File: config.mk
export PLATFORM = sky130hd
export DESIGN_NAME = cla16_serial_adder
export DESIGN_NICKNAME = d
export VERILOG_FILES = /design/src/rtl/cla16_serial_adder.sv
export SDC_FILE = /design/constraint.sdc
export NUM_CORES = 1
export LEC_CHECK = 0
export ABC_AREA = 1
export CAP_MARGIN = 15
export CORE_MARGIN = 4
export CORE_UTILIZATION = 60
export CTS_BUF_LIST = sky130_fd_sc_hd__clkbuf_4 sky130_fd_sc_hd__clkbuf_8 sky130_fd_sc_hd__clkbuf_16
export DETAILED_ROUTE_END_ITERATION = 8
export DONT_BUFFER_PORTS = 1
export PLACE_DENSITY = 0.8
export REMOVE_ABC_BUFFERS = 1
export SLEW_MARGIN = 20
export SYNTH_ARGS = -nofsm -noshare
export SYNTH_HDL_FRONTEND = slang
export SYNTH_HIERARCHICAL = 1
export SYNTH_SLANG_ARGS = --single-unit
File: constraint.sdc
create_clock -name clk -period 7.6 [get_ports clk]
set_input_delay 1.14 -clock clk [delete_from_list [all_inputs] [get_ports clk]]
set_output_delay 1.14 -clock clk [all_outputs]
set_load 0.02 [all_outputs]
File: src/rtl/cla16_serial_adder.sv
// Multi-word adder: streams WIDTH-bit A+B+cin through one 16-bit carry-lookahead slice, LSB first.
// Optional macro SERIAL_ADDER_SUB_EN adds a sub port (A-B via inverted B and forced carry-in).

module cla16_clu (
  input  logic [15:0] a,
  input  logic [15:0] b,
  input  logic        cin,
  output logic [15:0] s,
  output logic        cout
);

  // Carries out of each position of a 4-wide generate/propagate group.
  function automatic logic [3:0] carries4(input logic [3:0] g, input logic [3:0] p, input logic ci);
    logic [3:0] c;
    c[0] = g[0] | (p[0] & ci);
    c[1] = g[1] | (p[1] & g[0]) | (p[1] & p[0] & ci);
    c[2] = g[2] | (p[2] & g[1]) | (p[2] & p[1] & g[0]) | (p[2] & p[1] & p[0] & ci);
    c[3] = g[3] | (p[3] & g[2]) | (p[3] & p[2] & g[1]) | (p[3] & p[2] & p[1] & g[0])
         | (p[3] & p[2] & p[1] & p[0] & ci);
    return c;
  endfunction

  logic [15:0] g, p;
  logic [3:0]  gg, pg, gcar, gin, grp_c, bit_c;
  logic [16:0] c;

  always_comb begin
    g     = a & b;
    p     = a ^ b;
    gg    = '0;
    pg    = '0;
    grp_c = '0;
    bit_c = '0;
    c     = '0;
    for (int j = 0; j < 4; j++) begin
      grp_c = carries4(g[4*j +: 4], p[4*j +: 4], 1'b0);
      gg[j] = grp_c[3];
      pg[j] = &p[4*j +: 4];
    end
    gcar = carries4(gg, pg, cin);
    gin  = {gcar[2:0], cin};
    c[0] = cin;
    for (int j = 0; j < 4; j++) begin
      bit_c          = carries4(g[4*j +: 4], p[4*j +: 4], gin[j]);
      c[4*j+1 +: 4]  = bit_c;
    end
    s    = p ^ c[15:0];
    cout = c[16];
  end

endmodule

module cla16_serial_adder #(
  parameter int unsigned WIDTH = 64
) (
  input  logic             clk,
  input  logic             rst,
  input  logic             start,
  input  logic [WIDTH-1:0] A,
  input  logic [WIDTH-1:0] B,
  input  logic             cin,
`ifdef SERIAL_ADDER_SUB_EN
  input  logic             sub,
`endif
  output logic             busy,
  output logic             done,
  output logic [WIDTH-1:0] S,
  output logic             cout,
  output logic             ovf
);

  localparam int unsigned NS = WIDTH / 16;
  localparam int unsigned CW = (NS > 1) ? $clog2(NS) : 1;

  typedef enum logic [1:0] {IDLE, RUN, DONE} state_t;

  state_t           state;
  logic [CW-1:0]    cnt;
  logic             carry;
  logic [WIDTH-1:0] a_lat;
  logic [WIDTH-1:0] bop_lat;
  logic [15:0]      slice_a, slice_b, slice_s;
  logic             slice_c;

  // Current slice operands; B is stored already inverted when subtracting.
  always_comb begin
    slice_a = a_lat[16*int'(cnt) +: 16];
    slice_b = bop_lat[16*int'(cnt) +: 16];
  end

  cla16_clu u_clu (
    .a    (slice_a),
    .b    (slice_b),
    .cin  (carry),
    .s    (slice_s),
    .cout (slice_c)
  );

  always_ff @(posedge clk) begin
    if (rst) begin
      state   <= IDLE;
      cnt     <= '0;
      carry   <= 1'b0;
      a_lat   <= '0;
      bop_lat <= '0;
      S       <= '0;
      cout    <= 1'b0;
      ovf     <= 1'b0;
      done    <= 1'b0;
      busy    <= 1'b0;
    end else begin
      done <= 1'b0;
      case (state)
        IDLE: begin
          if (start) begin
            a_lat <= A;
`ifdef SERIAL_ADDER_SUB_EN
            bop_lat <= sub ? ~B : B;
            carry   <= sub ? 1'b1 : cin;
`else
            bop_lat <= B;
            carry   <= cin;
`endif
            cnt   <= '0;
            S     <= '0;
            cout  <= 1'b0;
            ovf   <= 1'b0;
            busy  <= 1'b1;
            state <= RUN;
          end
        end
        RUN: begin
          S[16*int'(cnt) +: 16] <= slice_s;
          carry <= slice_c;
          cnt   <= cnt + CW'(1);
          if (cnt == CW'(NS - 1)) begin
            cout  <= slice_c;
            ovf   <= (a_lat[WIDTH-1] == bop_lat[WIDTH-1]) && (slice_s[15] != a_lat[WIDTH-1]);
            done  <= 1'b1;
            state <= DONE;
          end
        end
        DONE: begin
          busy  <= 1'b0;
          state <= IDLE;
        end
        default: state <= IDLE;
      endcase
    end
  end

endmodule
Word level (Yosys, flattened, before mapping)
Cells that the tools add are included.
{ "totals": {"reg_bits": 201, "word_cells": 177, "output_inout_bits": 68} }
{ "classes": {"n_bitwise": 123, "mux": 18, "n_reduce_logical": 13, "n_eq_ne": 7, "shift": 4, "n_addsub": 2} }
{ "op_table": {"columns": ["cell", "count"], "rows": [
  ["one-hot mux 64 bit (2 select lines)", 1],
  ["indexed part select 64 x 7 -> 16 bit", 2],
  ["bitwise AND 1 bit", 73],
  ["bitwise mux 64 bit", 1],
  ["two-way mux 64 bit", 1],
  ["variable shift 16 x 33 -> 64 bit, first input constant", 1],
  ["indexed part select 16 x 33 -> 64 bit", 1],
  ["OR 1 bit", 46],
  ["negation 6 -> 33 bit", 1],
  ["bitwise XOR 16 bit", 2],
  ["bitwise AND 16 bit", 1],
  ["AND reduction 4 bit", 3],
  ["one-hot mux 1 bit (2 select lines)", 4],
  ["one-hot mux 2 bit (2 select lines)", 2],
  ["AND reduction 2 bit", 4],
  ["two-way mux 1 bit", 6],
  ["two-way mux 2 bit", 3],
  ["== test 2 bit, second input constant", 2],
  ["!= test 2 bit, second input constant", 2],
  ["nonzero test 2 bit", 2],
  ["AND reduction 3 bit", 1],
  ["adder 2 x 1 -> 2 bit, second input constant", 1],
  ["== test 2 x 1 -> 1 bit, second input constant", 1],
  ["zero test 2 bit", 1],
  ["other kinds (5)", 5]
]} }

Depth between registers and ports, before layout
Gate-level depths: netlist (run 1).
{ "depth": {"word_depth": 17, "mapped_depth": 20, "ltp_nobuf": 19} }

Modules after synthesis
Netlist (run 1), hierarchy kept.
{ "modules_own_cells": {"columns": ["module", "area_per_inst_um2", "instances", "cells_each"], "rows": [
  ["cla16_serial_adder", 8159.1, 1, 1132],
  ["cla16_clu", 788.3, 1, 139]
]} }

Worst setup path after synthesis (run 1)
OpenSTA, ideal clock, no wires.
{ "synth_timing": {"path_type": "reg-to-reg", "startpoint": "register cnt[0]", "endpoint": "register ovf", "t_arrival_ns": 2.516, "setup_time_ns": 0.070, "n_path_buf": 2, "path_slack_ns": 5.013, "t_required_ns": 7.530, "stages_incl_launch_ff": 21, "path_cell_list": "dfxtp_1 > buf_2 > clkbuf_1 > nor2_1 > o22ai_1 > ha_1 > nand2_1 > nand3_1 > nand2_1 > nand2_1 > nand2_1 > nand3_2 > nand2_1 > nand2_1 > nand2_1 > nand2_1 > inv_1 > nand2_1 > a21oi_1 > nand3_1 > a21oi_1"} }
{ "synth_between": {"elab_chain_cells": 17, "elab_cells_between_ends": 55, "classes_between": "3 x eq/ne; 2 x shift; 2 x mux; 43 x bitwise; 5 x reduce/logical"} }
{ "synth_rtl": {"columns": ["item", "line", "rtl"], "rows": [
  ["from (decl)", "78", "logic [CW-1:0] cnt;"],
  ["from (signal assigned)", "135", "cnt <= cnt + CW'(1);"],
  ["indexed part select 64 x 7 -> 16 bit (*)", "87", "slice_a = a_lat[16*int'(cnt) +: 16];"],
  ["net slice_a[6]", "82", "logic [15:0] slice_a, slice_b, slice_s;"],
  ["bitwise AND 16 bit or bitwise XOR 16 bit (tied branches)", "28, 29", null],
  ["bitwise AND 1 bit", "18", "c[3] = g[3] | (p[3] & g[2]) | (p[3] & p[2] & g[1]) | (p[3] & p[2] & p[1] & g[0])"],
  ["OR 1 bit or bitwise AND 1 bit (tied branches) (2 in a row)", "18", null],
  ["OR 1 bit", "18", null],
  ["bitwise AND 1 bit", "17", "c[2] = g[2] | (p[2] & g[1]) | (p[2] & p[1] & g[0]) | (p[2] & p[1] & p[0] & ci);"],
  ["OR 1 bit (2 in a row)", "17", null],
  ["OR 1 bit (*)", "17", null],
  ["bitwise AND 1 bit (*)", "17", null],
  ["OR 1 bit (*)", "17", null],
  ["bitwise XOR 16 bit (*)", "47", "s = p ^ c[15:0];"],
  ["net slice_s[15]", "82", null],
  ["!= test 1 bit (*)", "138", "ovf <= (a_lat[WIDTH-1] == bop_lat[WIDTH-1]) && (slice_s[15] != a_lat[WIDTH-1]);"],
  ["logical AND 1 bit (*)", "138", null],
  ["two-way mux 1 bit (*)", "136", "if (cnt == CW'(NS - 1)) begin"],
  ["one-hot mux 1 bit (2 select lines) (*)", "113", "case (state)"],
  ["to (signal assigned)", "138", null],
  ["to (decl)", "69", "output logic ovf"]
]} }
Mark *: on every way through the listed nets, which the timed path passes. The rest lies on a longest branch. The select of a mux whose other input is x is not followed.
A chain may end at the register's enable or synchronous reset.

Worst setup path in the final report (run 1)
{ "layout_timing": {"startpoint": "register cnt[0]", "endpoint": "register ovf"} }
{ "layout_between": {"elab_chain_cells": 17, "elab_cells_between_ends": 55, "classes_between": "3 x eq/ne; 2 x shift; 2 x mux; 43 x bitwise; 5 x reduce/logical"} }
{ "layout_rtl": {"columns": ["item", "line", "rtl"], "rows": [
  ["indexed part select 64 x 7 -> 16 bit (*)", "87", null],
  ["net slice_a[7]", "82", null],
  ["bitwise XOR 16 bit", "29", "p = a ^ b;"],
  ["bitwise AND 1 bit", "18", null],
  ["OR 1 bit or bitwise AND 1 bit (tied branches) (2 in a row)", "18", null],
  ["OR 1 bit", "18", null],
  ["bitwise AND 1 bit", "17", null],
  ["OR 1 bit (2 in a row)", "17", null],
  ["OR 1 bit (*)", "17", null],
  ["bitwise AND 1 bit (*)", "17", null],
  ["OR 1 bit (*)", "17", null],
  ["bitwise XOR 16 bit (*)", "47", null],
  ["net slice_s[15]", "82", null],
  ["!= test 1 bit (*)", "138", null],
  ["logical AND 1 bit (*)", "138", null],
  ["two-way mux 1 bit (*)", "136", null],
  ["one-hot mux 1 bit (2 select lines) (*)", "113", null]
]} }
Marks and branches as above.

==> results of run 1 <==
[synthesized netlist by cell type, types with 3 or more instances]
master      n
nand3_1    63
a21oi_1    77
nor2_4      4
buf_2      19
nor2_2      3
nand2_1   159
inv_2       5
nand3_2     3
xor2_1      5
inv_1      49
clkbuf_1   54
buf_4       9
nor2_1    350
nand2_2     7
o21ai_0   194
o22ai_1    32
ha_1       22
dfxtp_1   201
[power groups by stage]
stage          logic [mW]  clock network, mW  registers [mW]
5_1_grt             0.449               1.07            1.18
3_3_place_gp        0.374                  0            1.19
3_5_place_dp        0.384                  0            1.19
2_1_floorplan       0.299                  0            1.18
4_1_cts             0.387               1.02            1.17
6_report            0.388               1.01            1.17
[worst max-delay path by stage]
stage / startpoint / to / depth (start not counted)
after floorplan: start / state[0]$_SDFFE_PP0P_ / 3
after global placement: start / bop_lat[22]$_SDFFE_PP0P_ / 5
after detailed placement: cnt[0]$_SDFFE_PP0P_ / ovf$_SDFFE_PP0P_ / 20
after CTS: cnt[0]$_SDFFE_PP0P_ / ovf$_SDFFE_PP0P_ / 20
after global routing: cnt[0]$_SDFFE_PP0P_ / ovf$_SDFFE_PP0P_ / 20
final: cnt[0]$_SDFFE_PP0P_ / ovf$_SDFFE_PP0P_ / 20
[per-layer routing]
metal,vias up,part of all wire (%),routed length (um)
li1,4036,-,-
met1,3591,44,9670
met2,269,45,9979
met3,42,7.9,1748
met4,0,3.0,670
met5,-,0,0
[cells by family after synthesis]
logic type / count (synthesis) / share of synthesized area [%]
AND/OR/NAND/NOR: 591 / 26.56
adder cells (fa/ha/maj): 23 / 3.300
buffers and inverters: 140 / 6.600
XOR/XNOR: 7 / 0.6852
AO/OA/AOI/OAI: 309 / 17.89
flip-flops: 201 / 44.97
[layout make-up]
cell class | instances | area share [%]
Timing Repair Buffer | 7 | 0.5501
Inverter | 55 | 2.187
Clock buffer | 30 | 6.601
Multi-Input combinational cell | 930 | 45.51
Tap cell | 184 | 2.410
Sequential cell | 201 | 42.13
Clock inverter | 5 | 0.6025
[stage by stage]
stage	total power, mW	util, %	std cells
2_1_floorplan	1.482	-	1186
3_3_place_gp	1.565	60.75	1377
3_5_place_dp	1.575	60.75	1377
6_report	2.565	65.48	1412
5_1_grt	2.695	65.48	1412
4_1_cts	2.579	65.46	1412
[sequential cells by signal, summed over array words and instances, names as in the netlist]
register / count
cnt: 2
carry: 1
state: 2
done: 1
bop_lat: 64
busy: 1
S: 64
a_lat: 64
cout: 1
ovf: 1
[worst max-delay path, cell delays in order (launching register included)]
cell     delay, ns
dfxtp_2       0.33
inv_2         0.60
buf_4         0.42
o21ai_0       0.15
o22ai_1       0.23
ha_1          0.29
inv_1         0.11
nand2_1       0.06
nand2_1       0.10
nand2_1       0.06
nand2_1       0.07
nand3_2       0.16
nand2_1       0.12
nand2_1       0.05
nand2_1       0.06
nand2_1       0.09
inv_1         0.09
nand2_1       0.05
a21oi_1       0.12
nand3_1       0.08
a21oi_1       0.14
==> impl_metrics.env, run 1 <==
export IMPL_status="complete, no violations"
export IMPL_worst_r2r_cell_count=20
export IMPL_use_met1_pct=33.72
export IMPL_swShare_pct=27.56
export IMPL_io_buffers=0
export IMPL_p_sw_mw=0.7070
export IMPL_fill_cells=1292
export IMPL_syn_avg_cell_area_um2=7.040
export IMPL_slew_headroom_pct=31.54
export IMPL_die_area_um2=16930
export IMPL_worst_pin_slew_ns=1.027
export IMPL_synthCells=1271
export IMPL_placed_area_um2=8862
export IMPL_met2_usage_pct=39.05
export IMPL_grt_max_degree=124
export IMPL_drive_above_1_share_pct=5.619
export IMPL_final_max_slew_violation_count=0
export IMPL_start_util_pct=61.33
export IMPL_whs_endpoint="bop_lat[19]$_SDFFE_PP0P_"
export IMPL_grt_antenna_before_repair=0
export IMPL_combPwrFrac_pct=15.1
export IMPL_min_path_type="register to register"
export IMPL_worstSetupPathType="register to register"
export IMPL_synthArstFlopShare_pct=0
export IMPL_fin_crit_ns=3.490
export IMPL_ctsHtreeMaxLevel=1
export IMPL_regArea_um2=4025
export IMPL_final_cell_mix="nor2_1 (349), dfxtp_1 (200), o21ai_0 (194)"
export IMPL_overflow=0
export IMPL_r2r_start="cnt[0]$_SDFFE_PP0P_"
export IMPL_skew_ns=0.01249
export IMPL_drv_cap=0
export IMPL_clock_path_buffers=3
export IMPL_clock_sinks=201
export IMPL_r2r_end="ovf$_SDFFE_PP0P_"
export IMPL_dp_slack_ns=4.162
export IMPL_syn_area_um2=8947
export IMPL_cts_hold_buffers=0
export IMPL_path_max_fanout=56
export IMPL_period_share_pct=45.92
export IMPL_root_buffer="clkbuf_16"
export IMPL_final_cell_area_um2=9553
export IMPL_die_y_um=130.1
export IMPL_yosys_area_top_type="dfxtp_1"
export IMPL_tns_ns=0
export IMPL_hold_ws_ns=0.4753
export IMPL_hp_start="bop_lat[19]$_SDFFE_PP0P_"
export IMPL_worst_r2r_setup_slack_ns=4.11
export IMPL_antenna_left=0
export IMPL_viasPerCell=5.622
export IMPL_die_w_um=130.1
export IMPL_gp_congestion=0.8774
export IMPL_drc=0
export IMPL_drt_wl_total_um=22070
export IMPL_final_setup_viol_count=0
export IMPL_area_growth_pct=6.768
export IMPL_cts_resized_gates=0
export IMPL_antenna_cells=0
export IMPL_synth_cell_types=30
export IMPL_gr_max_usage_layer="met2"
export IMPL_power_leakage_nw=3.983
export IMPL_p_clk_share_pct=39.3
export IMPL_mostFrequentLayoutCell="nor2_1"
export IMPL_seqPwrFrac_pct=45.6
export IMPL_firstDrtPassIters=5
export IMPL_synth_area_top_cells="dfxtp_1 (45%), nor2_1 (15%), o21ai_0 (11%)"
export IMPL_grt_pass1_wl_um=34850
export IMPL_post_cts_buffers=0
export IMPL_tritoncts="yes"
export IMPL_vias=7938
export IMPL_cts_buffers=21
export IMPL_dp_hpwl_um=14870
export IMPL_wl_per_cell_um=15.63
export IMPL_clk_pin_slew_ns=0.06
export IMPL_p_per_area_nw_per_um2=268.5
export IMPL_synth_seq_cells=201
export IMPL_clk_latency_ns=0.49
export IMPL_netlist_area_leader_share_pct=44.97
export IMPL_worstPathRequired_ns=8.02
export IMPL_coreArea_um2=14590
export IMPL_nets=1371
export IMPL_min_path_cells=2
export IMPL_ioPinCount=200
export IMPL_multi_input_area_um2=4348
export IMPL_rsz0062_at_grt="no"
export IMPL_fin_ws_ns=4.110
export IMPL_p_int_mw=1.858
export IMPL_peakVddDrop_mv=0.1753
export IMPL_grt_pass1_vias=7179
export IMPL_ys_flop_type="dfxtp_1"
export IMPL_synth_warnings=6
export IMPL_hold_viol_final=0
export IMPL_cp_start_kind="register"
export IMPL_synth_edff_count=0
export IMPL_ys_seq_area_share_pct=44.97
export IMPL_initialDrtViolationCount=489
export IMPL_rows=44
export IMPL_grt_util_all_layers_pct=24.88
export IMPL_clock_fmax_mhz=286.5
export IMPL_crit_arrival_ns=3.91
export IMPL_met3_usage_pct=5.444
export IMPL_endpoint_kind="register"
(Power assumes the default switching activity.)
==> inputs of run 2 (changes only) <==
--- a/config.mk
+++ b/config.mk
@@ -8,11 +8,11 @@
 export ABC_AREA = 1
 export CAP_MARGIN = 15
 export CORE_MARGIN = 4
-export CORE_UTILIZATION = 60
+export CORE_UTILIZATION = 57
 export CTS_BUF_LIST = sky130_fd_sc_hd__clkbuf_4 sky130_fd_sc_hd__clkbuf_8 sky130_fd_sc_hd__clkbuf_16
 export DETAILED_ROUTE_END_ITERATION = 8
 export DONT_BUFFER_PORTS = 1
-export PLACE_DENSITY = 0.8
+export PLACE_DENSITY = 0.79
 export REMOVE_ABC_BUFFERS = 1
 export SLEW_MARGIN = 20
 export SYNTH_ARGS = -nofsm -noshare
==> constraint.sdc (replaced) <==
create_clock -name clk -period 2.8 [get_ports clk]
set_input_delay 0.42 -clock clk [delete_from_list [all_inputs] [get_ports clk]]
set_output_delay 0.42 -clock clk [all_outputs]
set_load 0.02 [all_outputs]
==> impl_metrics.env, run 2 (same netlist as run 1, synthesis figures left out) <==
export IMPL_dp_hpwl_um=15400
export IMPL_slowest_delay_ns=0.39
export IMPL_coreArea_um2=15310
export IMPL_final_setup_viol_count=0
export IMPL_grt_antenna_before_repair=0
export IMPL_slew_headroom_pct=54.36
export IMPL_grt_pass1_vias=7351
export IMPL_clock_fmax_mhz=383.0
export IMPL_drive_above_1_share_pct=8.887
export IMPL_hp_start="B[30]"
export IMPL_root_buffer="clkbuf_16"
export IMPL_viasPerCell=5.526
export IMPL_fin_crit_ns=2.611
export IMPL_rows=45
export IMPL_tns_ns=0
export IMPL_area_growth_pct=12.24
export IMPL_final_max_slew_violation_count=0
export IMPL_skew_ns=0.01042
export IMPL_critPathSlowestCell="dfxtp_4"
export IMPL_drt_wl_total_um=23000
export IMPL_crit_family="simple AND/OR/NAND/NOR gates"
export IMPL_firstDrtPassIters=8
export IMPL_final_cell_mix="nor2_1 (345), dfxtp_1 (199), o21ai_0 (180)"
export IMPL_grt_pass1_wl_um=35700
export IMPL_crit_buf_inv=3
export IMPL_power_leakage_nw=4.175
export IMPL_ctsHtreeMaxLevel=1
export IMPL_clock_sinks=201
export IMPL_nets=1390
export IMPL_ioPinCount=200
export IMPL_min_path_type="primary input to register"
export IMPL_fin_ws_ns=0.1892
export IMPL_crit_arrival_ns=3.03
export IMPL_antenna_left=0
export IMPL_mostFrequentLayoutCell="nor2_1"
export IMPL_worst_pin_slew_ns=0.6829
export IMPL_path_max_fanout=22
export IMPL_clk_pin_slew_ns=0.06
export IMPL_overflow=0
export IMPL_vias=8068
export IMPL_wl_per_cell_um=15.75
export IMPL_grt_max_degree=108
export IMPL_die_w_um=133.3
export IMPL_die_y_um=133.3
export IMPL_worst_setup_path_startpoint="cnt[0]$_SDFFE_PP0P_"
export IMPL_largestRegisters="S (64), a_lat (64), bop_lat (64)"
export IMPL_cp_start_kind="register"
export IMPL_io_buffers=0
export IMPL_dp_slack_ns=0.09639
export IMPL_hold_ws_ns=0.09247
export IMPL_grt_util_all_layers_pct=23.94
export IMPL_worstPathRequired_ns=3.22
export IMPL_die_area_um2=17760
export IMPL_drc=0
export IMPL_initialDrtViolationCount=451
export IMPL_clock_path_buffers=3
export IMPL_hold_viol_final=0
export IMPL_gp_congestion=0.8837
export IMPL_antenna_cells=0
export IMPL_drv_cap=0
export IMPL_clk_latency_ns=0.49
export IMPL_r2r_start="cnt[0]$_SDFFE_PP0P_"
export IMPL_status="complete, no violations"
export IMPL_tritoncts="yes"
export IMPL_endpoint_kind="register"
export IMPL_peakVddDrop_mv=0.4301
export IMPL_p_per_area_nw_per_um2=729.7
export IMPL_start_util_pct=58.42
export IMPL_crit_top_cell="nand2_1"
export IMPL_worstSetupPathType="register to register"
export IMPL_cts_buffers=21
export IMPL_period_share_pct=93.24
export IMPL_crit_chain="inv_4 > buf_12 > o21ai_0 > o22ai_1 > ha_1 > nand2_2 > nor2_2 > nand2_1 > inv_1 > nand2_1 > nand3_2 > nand2_1 > nand2_1 > nand2_1 > nand2_1 > nand2_1 > nor2_1 > nand2_1 > a21oi_1"
[run 2: cell count changes in the layout (fill, tap and decap cells not counted), sizes merged]
cell and change:
buf +16, bufinv +2, clkbuf +3
[run 2: power breakdown]
part | switching, mW | internal, mW
Clock | 1.11 | 1.85
Combinational | 0.766 | 0.427
Sequential | 0.134 | 3.04
[run 2: timing repair]
| item | in CTS | in global routing |
|---|---|---|
| gates resized for setup | 0 | 49 |
| buffers inserted | 0 | 6 |
| endpoints found under the setup margin | 0 | 33 |
| hold buffers | 1 | 0 |
| endpoints found under the hold margin | 71 | 0 |
[run 2: cell type report]
class | instances | area (um^2)
fillers | 1368 | 5273
well taps | 211 | 264.0
multi-input cells | 930 | 4429
inverters | 55 | 212.7
flip-flops and latches | 201 | 4029
clock buffers | 30 | 630.6
repair buffers | 26 | 359.1
clock inverters | 7 | 117.6
[run 2: final timing paths]
kind,endpoint,slack [ns],cells after the start
max,S[58]$_SDFFE_PP0P_,0.19,19
min,bop_lat[30]$_SDFFE_PP0P_,0.09,2
max reg2reg,S[58]$_SDFFE_PP0P_,0.19,19
min reg2reg,bop_lat[24]$_SDFFE_PP0P_,0.48,2
[run 2: layer usage]
layer | vias to the layer above | GRT usage, % | part of all wire (%)
li1 | 4076 | - | -
met1 | 3651 | 31.14 | 43
met2 | 297 | 39.70 | 46
met3 | 44 | 5.551 | 8.2
met4 | 0 | 7.543 | 2.8
met5 | - | 0 | 0
[run 2: stage by stage]
stage | total power [mW] | utilization, % | cells | cell area (um^2)
2_1_floorplan | 4.021 | - | 1186 | 8563
3_3_place_gp | 4.284 | 58.95 | 1413 | 9027
3_5_place_dp | 4.314 | 58.95 | 1413 | 9027
4_1_cts | 7.279 | 64.01 | 1451 | 9803
5_1_grt | 7.668 | 65.57 | 1460 | 10040
6_report | 7.328 | 65.57 | 1460 | 10040
==> inputs of run 3 (changes only) <==
--- a/config.mk
+++ b/config.mk
@@ -7,9 +7,11 @@
 export LEC_CHECK = 0
 export ABC_AREA = 1
 export CAP_MARGIN = 15
+export CORE_ASPECT_RATIO = 1.5
 export CORE_MARGIN = 4
 export CORE_UTILIZATION = 57
 export CTS_BUF_LIST = sky130_fd_sc_hd__clkbuf_4 sky130_fd_sc_hd__clkbuf_8 sky130_fd_sc_hd__clkbuf_16
+export CTS_CLUSTER_SIZE = 14
 export DETAILED_ROUTE_END_ITERATION = 8
 export DONT_BUFFER_PORTS = 1
 export PLACE_DENSITY = 0.79
==> impl_metrics.env, run 3 (same netlist as run 1, synthesis figures left out) <==
export IMPL_drt_wl_total_um=23510
export IMPL_fin_ws_ns=0.1249
export IMPL_vias=8002
export IMPL_total_power_mw=6.844
export IMPL_rows=55
export IMPL_cp_start_kind="register"
export IMPL_p_sw_mw=1.949
export IMPL_nets=1393
export IMPL_io_buffers=0
export IMPL_skew_ns=0.01217
export IMPL_drive_above_1_share_pct=9.390
export IMPL_ctsHtreeMaxLevel=1
export IMPL_drc=0
export IMPL_die_y_um=161.4
export IMPL_seqPwrFrac_pct=46.3
export IMPL_worst_r2r_setup_slack_ns=0.12
export IMPL_drv_cap=0
export IMPL_cts_buffers=19
export IMPL_clock_sinks=201
export IMPL_min_path_type="primary input to register"
export IMPL_whs_endpoint="carry$_SDFFE_PP0P_"
export IMPL_die_area_um2=17810
export IMPL_peakVddDrop_mv=0.5538
export IMPL_viasPerCell=5.534
export IMPL_initialDrtViolationCount=620
export IMPL_use_met1_pct=29.51
export IMPL_worst_pin_slew_ns=0.9256
export IMPL_fill_cells=1402
export IMPL_grt_pass1_vias=7425
export IMPL_worstSetupPathType="register to register"
export IMPL_overflow=0
export IMPL_p_per_area_nw_per_um2=687.8
export IMPL_dp_hpwl_um=15240
export IMPL_firstDrtPassIters=5
export IMPL_r2r_end="S[62]$_SDFFE_PP0P_"
export IMPL_placed_cells_incl_taps=1401
export IMPL_crit_arrival_ns=3.09
export IMPL_worstPathRequired_ns=3.21
export IMPL_status="complete, no violations"
export IMPL_hold_viol_final=0
export IMPL_dp_slack_ns=0.09825
export IMPL_start_util_pct=58.57
export IMPL_final_max_slew_violation_count=0
export IMPL_slew_headroom_pct=38.09
export IMPL_antenna_left=0
export IMPL_hold_ws_ns=0.1007
export IMPL_gr_max_usage_layer="met2"
export IMPL_largestRegisters="S (64), a_lat (64), bop_lat (64)"
export IMPL_tritoncts="yes"
export IMPL_period_share_pct=95.54
export IMPL_clk_latency_ns=0.48
export IMPL_gp_congestion=0.8508
export IMPL_area_growth_pct=11.20
export IMPL_fin_crit_ns=2.675
export IMPL_clock_path_buffers=3
export IMPL_final_cell_area_um2=9950
export IMPL_clk_pin_slew_ns=0.07
export IMPL_hp_start="cin"
export IMPL_root_buffer="clkbuf_16"
export IMPL_min_path_cells=2
export IMPL_path_max_fanout=12
export IMPL_grt_max_degree=96
export IMPL_p_int_mw=4.895
export IMPL_ioPinCount=200
export IMPL_grt_antenna_before_repair=2
export IMPL_wl_per_cell_um=16.26
export IMPL_multi_input_area_um2=4453
export IMPL_swShare_pct=28.47
export IMPL_clock_fmax_mhz=373.8
export IMPL_coreArea_um2=15280
export IMPL_combPwrFrac_pct=17.8
export IMPL_regArea_um2=4029
export IMPL_grt_util_all_layers_pct=24.45
export IMPL_mostFrequentLayoutCell="nor2_1"
export IMPL_final_setup_viol_count=0
export IMPL_die_w_um=110.3
export IMPL_rsz0062_at_grt="yes"
export IMPL_final_cell_mix="nor2_1 (339), dfxtp_1 (199), o21ai_0 (177)"
export IMPL_placed_area_um2=9024
export IMPL_power_leakage_nw=4.130
export IMPL_tns_ns=0
export IMPL_post_route_util_pct=65.13
export IMPL_r2r_start="cnt[0]$_SDFFE_PP0P_"
export IMPL_met2_usage_pct=42.51
export IMPL_p_clk_share_pct=35.8
export IMPL_final_cell_count_no_fill=1446
export IMPL_endpoint_kind="register"
export IMPL_met3_usage_pct=5.638
export IMPL_worst_r2r_cell_count=19
export IMPL_grt_pass1_wl_um=35720
run 3: power by group through the flow:
stage	clock network [mW]	registers [mW]	logic, mW
detailed placement	0	3.23	1.07
global placement	0	3.23	1.05
CTS	2.49	3.17	1.10
finish	2.45	3.17	1.22
global route	2.60	3.19	1.40
floorplan	0	3.21	0.811
run 3: worst max path at each step:
stage / from / to / slack, ns / cells past startpoint
after CTS: cnt[0]$_SDFFE_PP0P_ / S[62]$_SDFFE_PP0P_ / 0.07 / 15
after global placement: cnt[0]$_SDFFE_PP0P_ / ovf$_SDFFE_PP0P_ / 0.21 / 17
final: cnt[0]$_SDFFE_PP0P_ / S[62]$_SDFFE_PP0P_ / 0.12 / 19
after detailed placement: cnt[0]$_SDFFE_PP0P_ / S[62]$_SDFFE_PP0P_ / 0.1 / 15
after floorplan: state[0]$_SDFFE_PP0P_ / state[0]$_SDFFE_PP0P_ / -3.71 / 4
after global routing: cnt[0]$_SDFFE_PP0P_ / S[62]$_SDFFE_PP0P_ / -0.09 / 19
run 3: timing repair:
| item | CTS | global route |
|---|---|---|
| resized for setup | 0 | 60 |
| setup buffers | 0 | 6 |
| hold endpoints to repair | 46 | 0 |
| endpoints found under the setup margin | 0 | 28 |
| hold buffers | 3 | 0 |
run 3: cell type report:
class                      count  share of cell area [%]
tap                          199                   2.503
sequential                   201                   40.49
clock buffer                  24                   5.282
clock inverter                 5                  0.5030
multi-input combinational    930                   44.76
inverter                      55                   2.150
timing repair buffer          31                   4.288
antenna                        1                 0.02515
run 3: worst max-delay path: stages (launching register included):
cell and delay (ns):
dfxtp_4 0.41, inv_6 0.08, buf_12 0.15, nor2_1 0.15, o22ai_2 0.14, ha_4 0.30
nand2_2 0.06, nor2_2 0.14, nand2_1 0.09, nor2_2 0.13, nand2_2 0.08, nand3_4 0.12
nand2_2 0.07, nand2_1 0.06, nand2_1 0.08, nand2_2 0.08, nand2_1 0.08, nor2_2 0.15
nand2_1 0.09, a21oi_2 0.15
run 3: per-layer routing:
layer,wire length [um],part of all wire (%)
met4,788,3.4
met3,1951,8.3
met1,9284,39
met2,11470,49
met5,13,0.055
